File: config.mk
export PLATFORM = sky130hd
export DESIGN_NAME = uart_tx_feeder_flat
export DESIGN_NICKNAME = d
export VERILOG_FILES = /design/src/rtl/uart_tx_feeder_if.sv /design/src/rtl/uart_tx_feeder.sv /design/src/flat_wrapper.sv
export SDC_FILE = /design/constraint.sdc
export NUM_CORES = 1
export LEC_CHECK = 0
export BUFFER_PORTS_ARGS = -buffer_cell sky130_fd_sc_hd__clkbuf_2
export CAP_MARGIN = 10
export CORE_ASPECT_RATIO = 0.9
export CORE_MARGIN = 2
export CORE_UTILIZATION = 55
export DETAILED_ROUTE_END_ITERATION = 16
export PLACE_DENSITY = 0.73
export SYNTH_ARGS = -nofsm -noshare
export SYNTH_HDL_FRONTEND = slang
export SYNTH_SLANG_ARGS = --single-unit
File: constraint.sdc
create_clock -name clk_i -period 2.2 [get_ports clk_i]
set_input_delay 0.22 -clock clk_i [delete_from_list [all_inputs] [get_ports clk_i]]
set_output_delay 0.22 -clock clk_i [all_outputs]
set_load 0.01 [all_outputs]
File: src/rtl/uart_tx_feeder_if.sv
// Host write port and transmitter launch handshake of the UART TX feeder.
// The slave modport is the feeder; master is the host/transmitter side.
interface uart_tx_feeder_if #(
  parameter int ADDR_W = 4
);
  logic              wr_en_i;
  logic [7:0]        wr_data_i;
  logic              full_o;
  logic              empty_o;
  logic [ADDR_W:0]   level_o;
  logic              overflow_o;
  logic [7:0]        tx_data_o;
  logic              tx_shoot_o;
  logic              tx_busy_i;
  logic              idle_o;

  modport slave (
    input  wr_en_i, wr_data_i, tx_busy_i,
    output full_o, empty_o, level_o, overflow_o, tx_data_o, tx_shoot_o, idle_o
  );

  modport master (
    output wr_en_i, wr_data_i, tx_busy_i,
    input  full_o, empty_o, level_o, overflow_o, tx_data_o, tx_shoot_o, idle_o
  );
endinterface

File: src/rtl/uart_tx_feeder.sv
// Byte FIFO plus launch FSM feeding a UART transmitter: one byte per frame,
// shoot held until the transmitter raises busy, next launch after busy falls.
module uart_tx_feeder #(
  parameter int DEPTH  = 16,
  parameter int ADDR_W = 4
) (
  input  logic            clk_i,
  input  logic            reset_i,
  uart_tx_feeder_if.slave bus_io
);

  localparam logic [2:0] S_IDLE  = 3'b001;
  localparam logic [2:0] S_SHOOT = 3'b010;
  localparam logic [2:0] S_DRAIN = 3'b100;

  localparam logic [ADDR_W-1:0] PTR_ONE  = ADDR_W'(1);
  localparam logic [ADDR_W:0]   LVL_ONE  = (ADDR_W + 1)'(1);
  localparam logic [ADDR_W:0]   LVL_FULL = (ADDR_W + 1)'(DEPTH);
  localparam logic [ADDR_W:0]   LVL_ZERO = {(ADDR_W + 1){1'b0}};

  logic [7:0]        mem_q [DEPTH];
  logic [ADDR_W-1:0] wr_ptr_q, wr_ptr_d;
  logic [ADDR_W-1:0] rd_ptr_q, rd_ptr_d;
  logic [ADDR_W:0]   level_q, level_d;
  logic              full_q, full_d;
  logic              empty_q, empty_d;
  logic              ovf_q, ovf_d;
  logic [7:0]        data_q, data_d;
  logic              shoot_q, shoot_d;
  logic              idle_q, idle_d;
  logic [2:0]        state_q, state_d;
  logic              push_s;
  logic              pop_s;

  assign push_s = bus_io.wr_en_i && !full_q;

  // Launch FSM: pop is only ever issued from S_IDLE with the transmitter free.
  always_comb begin
    state_d = state_q;
    shoot_d = shoot_q;
    data_d  = data_q;
    pop_s   = 1'b0;
    case (state_q)
      S_IDLE: begin
        if (!empty_q && !bus_io.tx_busy_i) begin
          pop_s   = 1'b1;
          data_d  = mem_q[rd_ptr_q];
          shoot_d = 1'b1;
          state_d = S_SHOOT;
        end else begin
          shoot_d = 1'b0;
          state_d = S_IDLE;
        end
      end
      S_SHOOT: begin
        if (bus_io.tx_busy_i) begin
          shoot_d = 1'b0;
          state_d = S_DRAIN;
        end else begin
          shoot_d = 1'b1;
          state_d = S_SHOOT;
        end
      end
      S_DRAIN: begin
        shoot_d = 1'b0;
        if (!bus_io.tx_busy_i) begin
          state_d = S_IDLE;
        end else begin
          state_d = S_DRAIN;
        end
      end
      default: begin
        shoot_d = 1'b0;
        state_d = S_IDLE;
      end
    endcase
  end

  // FIFO bookkeeping; flags derive from the next level so they never lag it.
  always_comb begin
    if (push_s) begin
      wr_ptr_d = wr_ptr_q + PTR_ONE;
    end else begin
      wr_ptr_d = wr_ptr_q;
    end
    if (pop_s) begin
      rd_ptr_d = rd_ptr_q + PTR_ONE;
    end else begin
      rd_ptr_d = rd_ptr_q;
    end
    if (push_s && !pop_s) begin
      level_d = level_q + LVL_ONE;
    end else if (!push_s && pop_s) begin
      level_d = level_q - LVL_ONE;
    end else begin
      level_d = level_q;
    end
    full_d  = (level_d == LVL_FULL);
    empty_d = (level_d == LVL_ZERO);
    ovf_d   = bus_io.wr_en_i && full_q;
    idle_d  = (state_d == S_IDLE) && empty_d;
  end

  // Storage array carries no reset; contents are only valid below level_q.
  always_ff @(posedge clk_i) begin
    if (push_s) begin
      mem_q[wr_ptr_q] <= bus_io.wr_data_i;
    end
  end

  // State and output registers.
  always_ff @(posedge clk_i or posedge reset_i) begin
    if (reset_i) begin
      wr_ptr_q <= {ADDR_W{1'b0}};
      rd_ptr_q <= {ADDR_W{1'b0}};
      level_q  <= LVL_ZERO;
      full_q   <= 1'b0;
      empty_q  <= 1'b1;
      ovf_q    <= 1'b0;
      data_q   <= 8'h00;
      shoot_q  <= 1'b0;
      idle_q   <= 1'b1;
      state_q  <= S_IDLE;
    end else begin
      wr_ptr_q <= wr_ptr_d;
      rd_ptr_q <= rd_ptr_d;
      level_q  <= level_d;
      full_q   <= full_d;
      empty_q  <= empty_d;
      ovf_q    <= ovf_d;
      data_q   <= data_d;
      shoot_q  <= shoot_d;
      idle_q   <= idle_d;
      state_q  <= state_d;
    end
  end

  assign bus_io.full_o     = full_q;
  assign bus_io.empty_o    = empty_q;
  assign bus_io.level_o    = level_q;
  assign bus_io.overflow_o = ovf_q;
  assign bus_io.tx_data_o  = data_q;
  assign bus_io.tx_shoot_o = shoot_q;
  assign bus_io.idle_o     = idle_q;

endmodule

File: src/flat_wrapper.sv
// flat-port wrapper written by rule: the top's interface ports become plain ports
module uart_tx_feeder_flat 
#(
  parameter int DEPTH  = 16,
  parameter int ADDR_W = 4
)
  (clk_i, reset_i, bus_io_wr_en_i, bus_io_wr_data_i, bus_io_tx_busy_i, bus_io_full_o, bus_io_empty_o, bus_io_level_o, bus_io_overflow_o, bus_io_tx_data_o, bus_io_tx_shoot_o, bus_io_idle_o);
  uart_tx_feeder_if #(.ADDR_W(ADDR_W)) bus_io_i ();
  input  logic clk_i;
  input  logic reset_i;
  input wire logic [$bits(bus_io_i.wr_en_i)-1:0] bus_io_wr_en_i;
  input wire logic [$bits(bus_io_i.wr_data_i)-1:0] bus_io_wr_data_i;
  input wire logic [$bits(bus_io_i.tx_busy_i)-1:0] bus_io_tx_busy_i;
  output wire logic [$bits(bus_io_i.full_o)-1:0] bus_io_full_o;
  output wire logic [$bits(bus_io_i.empty_o)-1:0] bus_io_empty_o;
  output wire logic [$bits(bus_io_i.level_o)-1:0] bus_io_level_o;
  output wire logic [$bits(bus_io_i.overflow_o)-1:0] bus_io_overflow_o;
  output wire logic [$bits(bus_io_i.tx_data_o)-1:0] bus_io_tx_data_o;
  output wire logic [$bits(bus_io_i.tx_shoot_o)-1:0] bus_io_tx_shoot_o;
  output wire logic [$bits(bus_io_i.idle_o)-1:0] bus_io_idle_o;
  assign bus_io_i.wr_en_i = bus_io_wr_en_i;
  assign bus_io_i.wr_data_i = bus_io_wr_data_i;
  assign bus_io_i.tx_busy_i = bus_io_tx_busy_i;
  assign bus_io_full_o = bus_io_i.full_o;
  assign bus_io_empty_o = bus_io_i.empty_o;
  assign bus_io_level_o = bus_io_i.level_o;
  assign bus_io_overflow_o = bus_io_i.overflow_o;
  assign bus_io_tx_data_o = bus_io_i.tx_data_o;
  assign bus_io_tx_shoot_o = bus_io_i.tx_shoot_o;
  assign bus_io_idle_o = bus_io_i.idle_o;
  uart_tx_feeder #(.DEPTH(DEPTH), .ADDR_W(ADDR_W)) u_core (.clk_i(clk_i), .reset_i(reset_i), .bus_io(bus_io_i));
endmodule
Yosys cells after proc, flatten, opt, wreduce, memory -nomap -nowiden
Memory sizes are Yosys's and may differ from the RTL's. A register that Yosys moved wholly into a read port is not among the register bits.
Cells that the tools add are included.
{ "word_totals": {"regBits": 21, "mem_bits_rw": 128, "out_inout_bits": 18, "elab_cells": 44, "n_memories": 1} }
{ "classes": {"addsub": 4, "n_eq_ne": 5, "mux": 12, "reduce_logical": 13} }
{ "mem_list": {"columns": ["memory", "depth", "width", "rd", "rd_clocked_by_memory_dff", "wr", "line_no", "text"], "rows": [
  ["u_core.mem_q", 16, 8, 1, 1, 1, "uart_tx_feeder.sv:21", "logic [7:0] mem_q [DEPTH];"]
]} }
{ "op_table": {"columns": ["op", "count"], "rows": [
  ["$mux 5", 2],
  ["$pmux 3 s3", 1],
  ["$add 4x1->4 const B", 2],
  ["$eq 3x1->1 const B", 2],
  ["$logic_and 1x1->1", 6],
  ["$mux 3", 2],
  ["$add 5x1->5 const B", 1],
  ["$eq 5x5->1 const B", 1],
  ["$logic_not 1->1", 5],
  ["$logic_not 5->1", 1],
  ["$mux 1", 5],
  ["$sub 5x1->5 const B", 1],
  ["$eq 3x2->1 const B", 1],
  ["$eq 3x3->1 const B", 1],
  ["$mux 2", 1],
  ["$pmux 1 s2", 1],
  ["$reduce_and 2->1", 1]
]} }

Depth between registers and ports, before layout
Gate-level depths: netlist (run 1).
{ "depth": {"ltp_word": 9, "mapped_depth": 7, "mapped_depth_nobuf": 7} }

Worst setup path after synthesis (run 1)
Ideal clock, no wire load.
{ "synth_timing": {"path_kind": "flip-flop to flip-flop", "startpoint": "register u_core.full_q, in the netlist u_core.bus_io.full_o", "endpoint": "memory u_core.mem_q[3][0] (enable)", "t_arrival_ns": 1.667, "path_slack_ns": 0.149, "path_stages_with_launch": 5, "n_path_buf": 1, "synth_period_minus_slack_ns": 2.051, "path_cell_list": "dfrtp_1 nor2b_1 buf_2 nand2_1 nor3_1"} }
{ "synth_between": {"elab_chain_len": 4} }
{ "synth_lines": {"columns": ["item", "line_no", "text"], "rows": [
  ["from (decl)", "uart_tx_feeder.sv:25", "logic full_q, full_d;"],
  ["from (signal assigned)", "uart_tx_feeder.sv:128", "full_q <= full_d;"],
  ["$logic_not 1->1", "uart_tx_feeder.sv:35", "assign push_s = bus_io.wr_en_i && !full_q;"],
  ["$logic_and 1x1->1", "uart_tx_feeder.sv:35", null],
  ["$mux 1", "uart_tx_feeder.sv:106", "if (push_s) begin"],
  ["$mux 1 (implied by the code)", "uart_tx_feeder.sv:107", "mem_q[wr_ptr_q] <= bus_io.wr_data_i;"],
  ["to (decl)", "uart_tx_feeder.sv:21", null]
]} }
Every way passes these cells.

Worst setup path after layout (run 1)
{ "layout_timing": {"startpoint": "register u_core.level_q[1], in the netlist u_core.bus_io.level_o[1]", "endpoint": "register u_core.idle_q, in the netlist u_core.bus_io.idle_o"} }
{ "layout_between": {"elab_chain_len": 5, "elab_cells_between_ends": 6, "cone_classes": "add/sub: 2; mux: 2; reduce/logical: 2"} }
{ "layout_lines": {"columns": ["item", "line_no", "text"], "rows": [
  ["from (decl)", "uart_tx_feeder.sv:24", "logic [ADDR_W:0] level_q, level_d;"],
  ["from (signal assigned)", "uart_tx_feeder.sv:127", "level_q <= level_d;"],
  ["$sub 5x1->5", "uart_tx_feeder.sv:94", "level_d = level_q - LVL_ONE;"],
  ["$mux 5", "uart_tx_feeder.sv:93", "end else if (!push_s && pop_s) begin"],
  ["$mux 5 (*)", "uart_tx_feeder.sv:91", "if (push_s && !pop_s) begin"],
  ["via u_core.level_d[4]", "uart_tx_feeder.sv:24", null],
  ["$logic_not 5->1 (*)", "uart_tx_feeder.sv:99", "empty_d = (level_d == LVL_ZERO);"],
  ["$logic_and 1x1->1 (*)", "uart_tx_feeder.sv:101", "idle_d = (state_d == S_IDLE) && empty_d;"],
  ["via u_core.idle_d", "uart_tx_feeder.sv:30", "logic idle_q, idle_d;"],
  ["to (signal assigned)", "uart_tx_feeder.sv:133", "idle_q <= idle_d;"],
  ["to (decl)", "uart_tx_feeder.sv:30", null]
]} }
Mark *: on every way through the listed nets, which the timed path passes. The rest lies on a longest branch.
A chain may end at the register's enable or synchronous reset.

==> out/metrics.yaml, run 1 <==
status:
  status: "finished clean"
min_path:
  hold_class: "in2reg"
  hold_depth: 2
  hold-path-endpoint: "u_core.bus_io.overflow_o$_DFF_PP0_"
  hp-start: "bus_io_wr_en_i"
synthesis:
  synth_fp_nets: 356
  synth.cell_area_um2: 6332
  synth_edf_count: 128
  synth_cells: 337
  async_reset_ff_frac: 0.1847
  synth.distinct_cells: 49
  synthFlopType: "edfxtp_1"
  ys_seq_area_frac: 0.7222
  ys_warn_count: 0
  synth_seq_cells: 157
  syn_avg_cell_area_um2: 18.79
detailed_routing:
  routed_wl_um: 12210
  vias: 3250
  first_iter_violations: 326
  avgViaCountPerCell: 5.742
  dr.pass1.iters: 5
  ant_nets: 0
  wl_per_cell_um: 21.58
  route.detailed.drc: 0
timing:
  rsz0062_at_grt: "no"
  finClkSkew_ps: 6.481
  tightest_slew_ps: 500.1
  post-route-min-period_ps: 2032
  setup_violations: 0
  slew_violations: 0
  fmax_ghz: 0.4921
  slew_headroom: 0.6662
  hold_violations: 0
  tns_ps: 0
  period_share: 0.9237
worst_setup_path:
  worstRegToRegCells: 7
  required_ps: 2530
  critPathBufInv: 1
  crit_family: "simple AND/OR/NAND/NOR gates"
  crit_path_max_fanout: 8
  worstSetupPathType: "reg2reg"
  r2r-end: "u_core.bus_io.idle_o$_DFF_PP1_"
  arrival_ps: 2360
  crit_path_start_kind: "flop"
  worstSetupEndpointType: "flop"
  timing.rr.start: "u_core.bus_io.level_o[1]$_DFF_PP0_"
  crit_chain: "inv_1, ha_1, or3b_2, nor4_1, a21o_2, xor2_4, nor4b_2"
  cpPeakStageDelay_ps: 460
  rrSetupSlack_ps: 170
  slowest_stage: "dfrtp_1"
clock_tree:
  clock-sinks: 157
  cts_root_buffer: "clkbuf_16"
  path_clk_slew_ps: 60
  h-tree-depth: 4
  numCtsBuffers: 17
  post_cts_buffers: 0
  cts_buffer_depth: 2
  cts_tree: "built"
  clk_latency_ps: 420
power_and_ir_drop:
  p_leak_nw: 2.680
  ir_drop_v: 0.0008604
  powerDensity_nw_per_um2: 1351
  sw_frac_of_total: 0.2974
  power_frac_comb: 0.298
  clkPwrFrac: 0.297
  p_total_w: 0.01007
  p_sw_w: 0.002994
  intPower_w: 0.007072
  power_frac_seq: 0.405
grt:
  use_met3: 0.04428
  grt_pass1_wl_um: 19080
  grt_use_met2: 0.3336
  grt_pass1_vias: 3337
  use_met1: 0.3138
  antenna_found_initial: 0
  busiest_layer: "met2"
  grt_overflow_total: 0
  track_usage: 0.2195
  grt_max_degree: 28
place:
  portBuffers: 29
  gp_congestion: 0.7935
  place_area_um2: 6829
  hpwl_um: 8108
job:
  max-cap-violations: 0
floorplanning:
  io_pins: 30
  coreArea_um2: 11340
  die-area_um2: 12390
  start_util: 0.5583
  die_x_um: 117.1
  num_rows: 37
  die_h_um: 105.8
finish:
  syn_to_final_growth_pct: 17.62
  post_route_cells_drive_above_1_share: 0.3244
  final_cell_area_um2: 7448
  diodes: 0
  final_nets: 416
  regArea_um2: 4574
  fillers: 760
  multiInputGateArea_um2: 1658
-- per-stage QoR --
stage,util,hold slack [ps],instances,worst slack [ps]
floorplan,-,295.9,337,149.2
detailed placement,0.6021,243.9,533,77.70
global placement,0.6021,232.8,533,174.0
CTS,0.6565,22.44,566,59.19
global route,0.6567,59.20,566,39.62
finish,0.6567,36.08,566,167.9
-- timing repair --
action | in CTS | in global routing
hold buffers | 1 | 0
gates resized for setup | 0 | 1
endpoints found under the setup margin | 0 | 1
endpoints found under the hold margin | 11 | 0
-- routing by layer --
| metal | part of all wire | vias to the layer above |
|---|---|---|
| met4 | 0.013 | 0 |
| met1 | 0.44 | 1678 |
| met5 | 0 | - |
| li1 | - | 1460 |
| met2 | 0.50 | 97 |
| met3 | 0.054 | 15 |
-- worst register-to-register path, stage by stage (launching register included) --
cell and delay (ps):
dfrtp_1 460, inv_1 90, ha_1 190, or3b_2 440, nor4_1 220, a21o_2 180, xor2_4 80, nor4b_2 290
-- how the worst max path moves through the flow --
stage                                             startpoint  depth (start not counted)                        endpoint
after floorplan               u_core.bus_io.full_o$_DFF_PP0_                          4    u_core.mem_q[3][0]$_DFFE_PP_
after global placement       u_core.bus_io.empty_o$_DFF_PP1_                          5  u_core.bus_io.idle_o$_DFF_PP1_
after detailed placement     u_core.bus_io.empty_o$_DFF_PP1_                          5  u_core.bus_io.idle_o$_DFF_PP1_
after CTS                    u_core.bus_io.empty_o$_DFF_PP1_                          5  u_core.bus_io.idle_o$_DFF_PP1_
after global routing      u_core.bus_io.level_o[1]$_DFF_PP0_                          7  u_core.bus_io.idle_o$_DFF_PP1_
final                     u_core.bus_io.level_o[1]$_DFF_PP0_                          7  u_core.bus_io.idle_o$_DFF_PP1_
-- logic make-up after synthesis --
| kind of cell | count (synthesis) | share of synthesized area |
|---|---|---|
| AOI/OAI and AO/OA | 32 | 0.03517 |
| xor gates and xnor gates | 10 | 0.01798 |
| adders and majority gates | 7 | 0.01383 |
| buffers and inverters | 21 | 0.01640 |
| DFF | 157 | 0.7222 |
| muxes | 49 | 0.1407 |
| and+or+nand+nor | 61 | 0.05375 |
-- registers in the layout (all words and copies together), names as in the netlist --
| register | flops |
|---|---|
| u_core.bus_io.level_o | 5 |
| u_core.bus_io.empty_o | 1 |
| u_core.bus_io.tx_shoot_o | 1 |
| u_core.state_q | 3 |
| u_core.bus_io.idle_o | 1 |
| u_core.bus_io.full_o | 1 |
| u_core.wr_ptr_q | 4 |
| u_core.rd_ptr_q | 4 |
| u_core.mem_q | 128 |
| u_core.bus_io.tx_data_o | 8 |
| u_core.bus_io.overflow_o | 1 |
-- placed cells by master (no fill, tap or decap), types with 4 or more instances in the layout --
cell type and count:
ha_1 7, bufinv_16 4, nor3_1 6, buf_4 24, clkbuf_2 29, mux2i_1 17, clkbuf_16 17, a21o_1 8
mux4_2 32, xnor2_1 8, edfxtp_1 128, nand2_1 14, inv_1 5, dfrtp_1 25, o22ai_1 8, nor2_1 16
nand2b_1 4
-- synthesized netlist by cell type, drive strengths merged, types with 3 or more instances --
| cell type | instances | area (um2) |
|---|---|---|
| mux4 | 32 | 720.7 |
| o21ai | 5 | 28.78 |
| edfxtp | 128 | 3844 |
| nor3 | 7 | 46.30 |
| dfrtp | 26 | 650.6 |
| ha | 7 | 87.58 |
| a21o | 9 | 68.82 |
| a21oi | 3 | 15.01 |
| dfstp | 3 | 78.83 |
| nand2 | 14 | 52.55 |
| nand2b | 4 | 25.02 |
| nor2 | 17 | 66.32 |
| buf | 10 | 62.56 |
| inv | 5 | 18.77 |
| mux2i | 17 | 170.2 |
| o22ai | 8 | 50.05 |
| clkbuf | 6 | 22.52 |
| xnor2 | 9 | 86.34 |
-- power groups by stage --
stage	Clock, W	Sequential (W)	Combinational (W)
finish	0.00299	0.00408	0.00300
global route	0.00316	0.00413	0.00326
CTS	0.00304	0.00408	0.00303
detailed placement	0	0.00414	0.00300
global placement	0	0.00411	0.00293
floorplan	0	0.00404	0.00210
-- area by class of cell --
type                    count  share of cell area
multi-input cells         159              0.2226
inverters                   5            0.002520
well taps                 156             0.02621
repair buffers             57             0.05308
clock inverters            12             0.02285
flip-flops and latches    157              0.6141
clock buffers              20             0.05863
No activity file was read; power rests on OpenSTA's default activity.
==> run 2, diff against run 1 <==
Settings changed: BUFFER_PORTS_ARGS -buffer_cell sky130_fd_sc_hd__clkbuf_2 to -buffer_cell sky130_fd_sc_hd__buf_2.
==> run 2 against run 1 <==
  * Clock power down 4%
  * Clock-buffer cell count up 4
  * Global-route usage down 0.37 points
  * Hold slack better by 12 ps
  * Critical path depth down 2
  * Critical path type unchanged
==> out/metrics.yaml, run 2 (synthesis results as in run 1) <==
status:
  status: "finished clean"
timing:
  fmax_ghz: 0.4934
  slew_violations: 0
  period_share: 0.9212
  post-route-min-period_ps: 2027
  rsz0062_at_grt: "no"
  hold_violations: 0
  finClkSkew_ps: 6.517
  tns_ps: 0
  setup_violations: 0
  slew_headroom: 0.7031
  tightest_slew_ps: 444.3
worst_setup_path:
  crit_chain: "inv_1, ha_1, or4_1, a31o_1, nor4b_2"
  crit_path_start_kind: "flop"
  slowest_stage: "or4_1"
  required_ps: 2520
  worstSetupPathType: "reg2reg"
  cpPeakStageDelay_ps: 540
  arrival_ps: 2350
  worstSetupEndpointType: "flop"
  crit_path_max_fanout: 8
  critPathBufInv: 1
  crit_family: "simple AND/OR/NAND/NOR gates"
power_and_ir_drop:
  powerDensity_nw_per_um2: 1331
  p_leak_nw: 2.664
  ir_drop_v: 0.0009130
floorplanning:
  coreArea_um2: 11340
  die_h_um: 105.8
  io_pins: 30
  start_util: 0.5583
  die-area_um2: 12390
  num_rows: 37
  die_x_um: 117.1
detailed_routing:
  vias: 3191
  wl_per_cell_um: 21.29
  first_iter_violations: 209
  dr.pass1.iters: 4
  ant_nets: 0
  route.detailed.drc: 0
  routed_wl_um: 12010
  avgViaCountPerCell: 5.658
grt:
  grt_overflow_total: 0
  grt_pass1_vias: 3272
  track_usage: 0.2157
  grt_pass1_wl_um: 18810
  grt_max_degree: 36
  antenna_found_initial: 0
min_path:
  hold_class: "in2reg"
finish:
  final_cell_area_um2: 7397
  final_nets: 414
  syn_to_final_growth_pct: 16.81
  regMostFlops: "u_core.mem_q"
  post_route_cells_drive_above_1_share: 0.3162
  diodes: 0
  largest_reg_flops: 128
  final_common_cell: "edfxtp_1"
  layout_common_cells: "128 x edfxtp_1, 32 x mux4_2, 29 x buf_2, 25 x dfrtp_1, 23 x buf_4"
clock_tree:
  h-tree-depth: 4
  numCtsBuffers: 17
  cts_buffer_depth: 2
  clock-sinks: 157
  cts_tree: "built"
  cts_root_buffer: "clkbuf_16"
  post_cts_buffers: 0
  clk_latency_ps: 420
  path_clk_slew_ps: 60
place:
  place_area_um2: 6802
  gp_congestion: 0.7817
  portBuffers: 29
  hpwl_um: 7691
job:
  max-cap-violations: 0
run 2: changes by cell type in the layout (fill, tap and decap cells not counted), sizes merged:
cell / before / now
bufinv: 4 / 3
clkbuf: 49 / 24
clkinv: 5 / 4
clkinvlp: 3 / 1
buf: 27 / 54
run 2: repair_timing:
action | CTS | global route
hold buffers | 1 | 0
endpoints found under the setup margin | 0 | 4
hold endpoints to repair | 7 | 0
resized for setup | 0 | 2
run 2: path summary, 6_finish.rpt:
| path | from | depth (start not counted) | end | slack [ps] |
|---|---|---|---|---|
| hold / removal | bus_io_wr_en_i | 2 | u_core.bus_io.overflow_o$_DFF_PP0_ | 50 |
| hold reg to reg | u_core.bus_io.tx_data_o[5]$_DFFE_PP0P_ | 1 | u_core.bus_io.tx_data_o[5]$_DFFE_PP0P_ | 490 |
| setup / recovery | u_core.bus_io.level_o[1]$_DFF_PP0_ | 5 | u_core.bus_io.idle_o$_DFF_PP1_ | 170 |
| min in group asynchronous | reset_i | 3 | u_core.bus_io.tx_shoot_o$_DFF_PP0_ | 330 |
| max in group asynchronous | reset_i | 4 | u_core.rd_ptr_q[0]$_DFFE_PP0P_ | 1240 |
| setup reg to reg | u_core.bus_io.level_o[1]$_DFF_PP0_ | 5 | u_core.bus_io.idle_o$_DFF_PP1_ | 170 |
run 2: cell type report:
type / instances / area [um2]
well taps: 156 / 195.2
flip-flops and latches: 157 / 4574
fillers: 765 / 3945
repair buffers: 55 / 367.9
inverters: 5 / 18.77
clock inverters: 8 / 116.4
clock buffers: 24 / 461.7
multi-input cells: 159 / 1663
run 2: worst reg2reg max path: stages, from the launching register on:
cell     delay [ps]
dfrtp_1         450
inv_1            80
ha_1            340
or4_1           540
a31o_1          280
nor4b_2         250
run 2: through the flow:
stage | util | std cells | power (W) | hold WS, ps | worst slack (ps)
after CTS | 0.6515 | 564 | 0.009909 | 26.13 | 60.37
after floorplan | - | 337 | 0.006143 | 295.9 | 149.2
after global placement | 0.5997 | 531 | 0.006946 | 217.1 | 172.3
after global routing | 0.6522 | 564 | 0.01035 | 56.36 | 20.62
final | 0.6522 | 564 | 0.009843 | 47.70 | 173.3
after detailed placement | 0.5997 | 531 | 0.007031 | 225.0 | 87.90
run 2: where the power goes:
part / internal, W / switching, W
logic: 0.00140 / 0.00156
registers: 0.00372 / 0.000307
clock network: 0.00180 / 0.00106
total: 0.00692 / 0.00292
run 2: metal layers:
layer,global-route usage,vias to the layer above,share of wire
met1,0.3151,1629,0.45
met2,0.3187,88,0.48
met3,0.06383,17,0.050
met4,0.06471,0,0.013
li1,-,1457,-
met5,0,-,0
==> run 3, diff against run 2 <==
Settings changed: CAP_MARGIN 10 to 20, MAX_ROUTING_LAYER from default to met4, RECOVER_POWER from default to 25.
==> run 3 against run 2 <==
  * Hold slack got worse by 6.1 ps
  * Sequential cell count stayed put
  * Total power hardly changed
  * Via count fell by 0.75%
  * Utilization fell by 0.077 points
  * Die area stayed put
  * Largest cell class unchanged
  * Largest power group unchanged
==> out/metrics.yaml, run 3 (synthesis results as in run 1) <==
floorplanning:
  die_h_um: 105.8
  die-area_um2: 12390
  start_util: 0.5583
  num_rows: 37
  coreArea_um2: 11340
  io_pins: 30
  die_x_um: 117.1
grt:
  grt_max_degree: 36
  busiest_layer: "met2"
  grt_pass1_vias: 3287
  use_met1: 0.3126
  grt_use_met2: 0.3200
  antenna_found_initial: 0
  use_met3: 0.06383
  grt_overflow_total: 0
  track_usage: 0.2216
  grt_pass1_wl_um: 18800
place:
  gp_congestion: 0.7925
  dpl_worst_slack_ps: 87.90
  hpwl_um: 7691
  portBuffers: 29
  place_area_um2: 6802
timing:
  whs_ps: 41.58
  tns_ps: 0
  tightest_slew_ps: 667.8
  post-route-min-period_ps: 2023
  fmax_ghz: 0.4944
  rsz0062_at_grt: "no"
  hold_violations: 0
  slew_violations: 0
  timing.final.ws_setup_ps: 177.1
  slew_headroom: 0.5548
  finClkSkew_ps: 6.262
  period_share: 0.9195
  setup_violations: 0
worst_setup_path:
  crit_path_start_kind: "flop"
  crit_path_max_fanout: 8
  crit_chain: "inv_1, ha_1, or4_1, a31o_1, nor4b_2"
  rrSetupSlack_ps: 180
  worstSetupEndpointType: "flop"
  timing.rr.start: "u_core.bus_io.level_o[1]$_DFF_PP0_"
  slowest_stage: "or4_1"
  cpPeakStageDelay_ps: 540
  r2r-end: "u_core.bus_io.idle_o$_DFF_PP1_"
  arrival_ps: 2350
  required_ps: 2520
  worstSetupPathType: "reg2reg"
  worstRegToRegCells: 5
finish:
  post_route_cells_drive_above_1_share: 0.2990
  final_nets: 414
  final_common_cell: "edfxtp_1"
  largest_reg_flops: 128
  final_cell_area_um2: 7388
  diodes: 0
  regMostFlops: "u_core.mem_q"
  syn_to_final_growth_pct: 16.68
  layout_common_cells: "128 x edfxtp_1, 32 x mux4_2, 25 x dfrtp_1, 23 x buf_4, 22 x buf_2"
power_and_ir_drop:
  intPower_w: 0.006921
  clkPwrFrac: 0.290
  sw_frac_of_total: 0.2970
  p_sw_w: 0.002924
  power_frac_comb: 0.300
  power_frac_seq: 0.410
  powerDensity_nw_per_um2: 1332
  p_leak_nw: 2.645
  ir_drop_v: 0.0009095
detailed_routing:
  routed_wl_um: 11980
  dr.pass1.iters: 5
  ant_nets: 0
  wl_per_cell_um: 21.24
  vias: 3167
  avgViaCountPerCell: 5.615
  first_iter_violations: 223
  route.detailed.drc: 0
clock_tree:
  cts_root_buffer: "clkbuf_16"
  h-tree-depth: 4
  cts_buffer_depth: 2
  path_clk_slew_ps: 60
  clock-sinks: 157
  clk_latency_ps: 420
  numCtsBuffers: 17
  cts_tree: "built"
min_path:
  hp-start: "bus_io_wr_en_i"
  hold-path-endpoint: "u_core.bus_io.overflow_o$_DFF_PP0_"
  hold_class: "in2reg"
  hold_depth: 2
status:
  status: "finished clean"
job:
  max-cap-violations: 0
-- run 3: what timing repair did --
| action | CTS | global route |
|---|---|---|
| endpoints found under the hold margin | 7 | 0 |
| resized for setup | 0 | 2 |
| setup buffers | 0 | 0 |
| hold buffers | 1 | 0 |
| setup endpoints to repair | 0 | 4 |
-- run 3: area by class of cell --
class	count	area (um2)
Clock buffer	24	461.7
Clock inverter	8	116.4
Fill cell	766	3954
Inverter	5	18.77
Multi-Input combinational cell	159	1663
Sequential cell	157	4574
Tap cell	156	195.2
Timing Repair Buffer	55	359.1
-- run 3: layer usage --
metal | up-vias | wire, um | part of all wire
met5 | - | 0 | 0
met2 | 103 | 5702 | 0.48
li1 | 1458 | - | -
met3 | 16 | 739 | 0.062
met4 | 0 | 143 | 0.012
met1 | 1590 | 5393 | 0.45
-- run 3: worst max path at each step --
stage                                                  start                        endpoint  slack [ps]  cells past startpoint
after floorplan               u_core.bus_io.full_o$_DFF_PP0_    u_core.mem_q[3][0]$_DFFE_PP_         150                      4
after global placement       u_core.bus_io.empty_o$_DFF_PP1_  u_core.bus_io.idle_o$_DFF_PP1_         170                      5
after detailed placement     u_core.bus_io.empty_o$_DFF_PP1_  u_core.bus_io.idle_o$_DFF_PP1_          90                      5
after CTS                        u_core.state_q[0]$_DFF_PP1_  u_core.bus_io.idle_o$_DFF_PP1_          60                      5
after global routing      u_core.bus_io.level_o[1]$_DFF_PP0_  u_core.bus_io.idle_o$_DFF_PP1_          20                      7
final                     u_core.bus_io.level_o[1]$_DFF_PP0_  u_core.bus_io.idle_o$_DFF_PP1_         180                      5
-- run 3: power groups by stage --
stage          combinational [W]  sequential (W)  clock, W
5_1_grt                  0.00322         0.00408   0.00304
3_3_place_gp             0.00289         0.00405         0
4_1_cts                  0.00297         0.00403   0.00291
3_5_place_dp             0.00295         0.00408         0
2_1_floorplan            0.00210         0.00404         0
6_report                 0.00295         0.00404   0.00286
-- run 3: stage by stage --
step	util	power [W]	cells
2_1_floorplan	-	0.006143	337
3_3_place_gp	0.5997	0.006946	531
3_5_place_dp	0.5997	0.007031	531
4_1_cts	0.6515	0.009909	564
5_1_grt	0.6514	0.01034	564
6_report	0.6514	0.009845	564
-- run 3: critical path: cells and delay by family (launching register included) --
kind            cells  cell delay [ps]
compound gates      1              280
flops               1              460
simple gates        2              780
buf+inv             1               80
fa+ha+maj           1              340
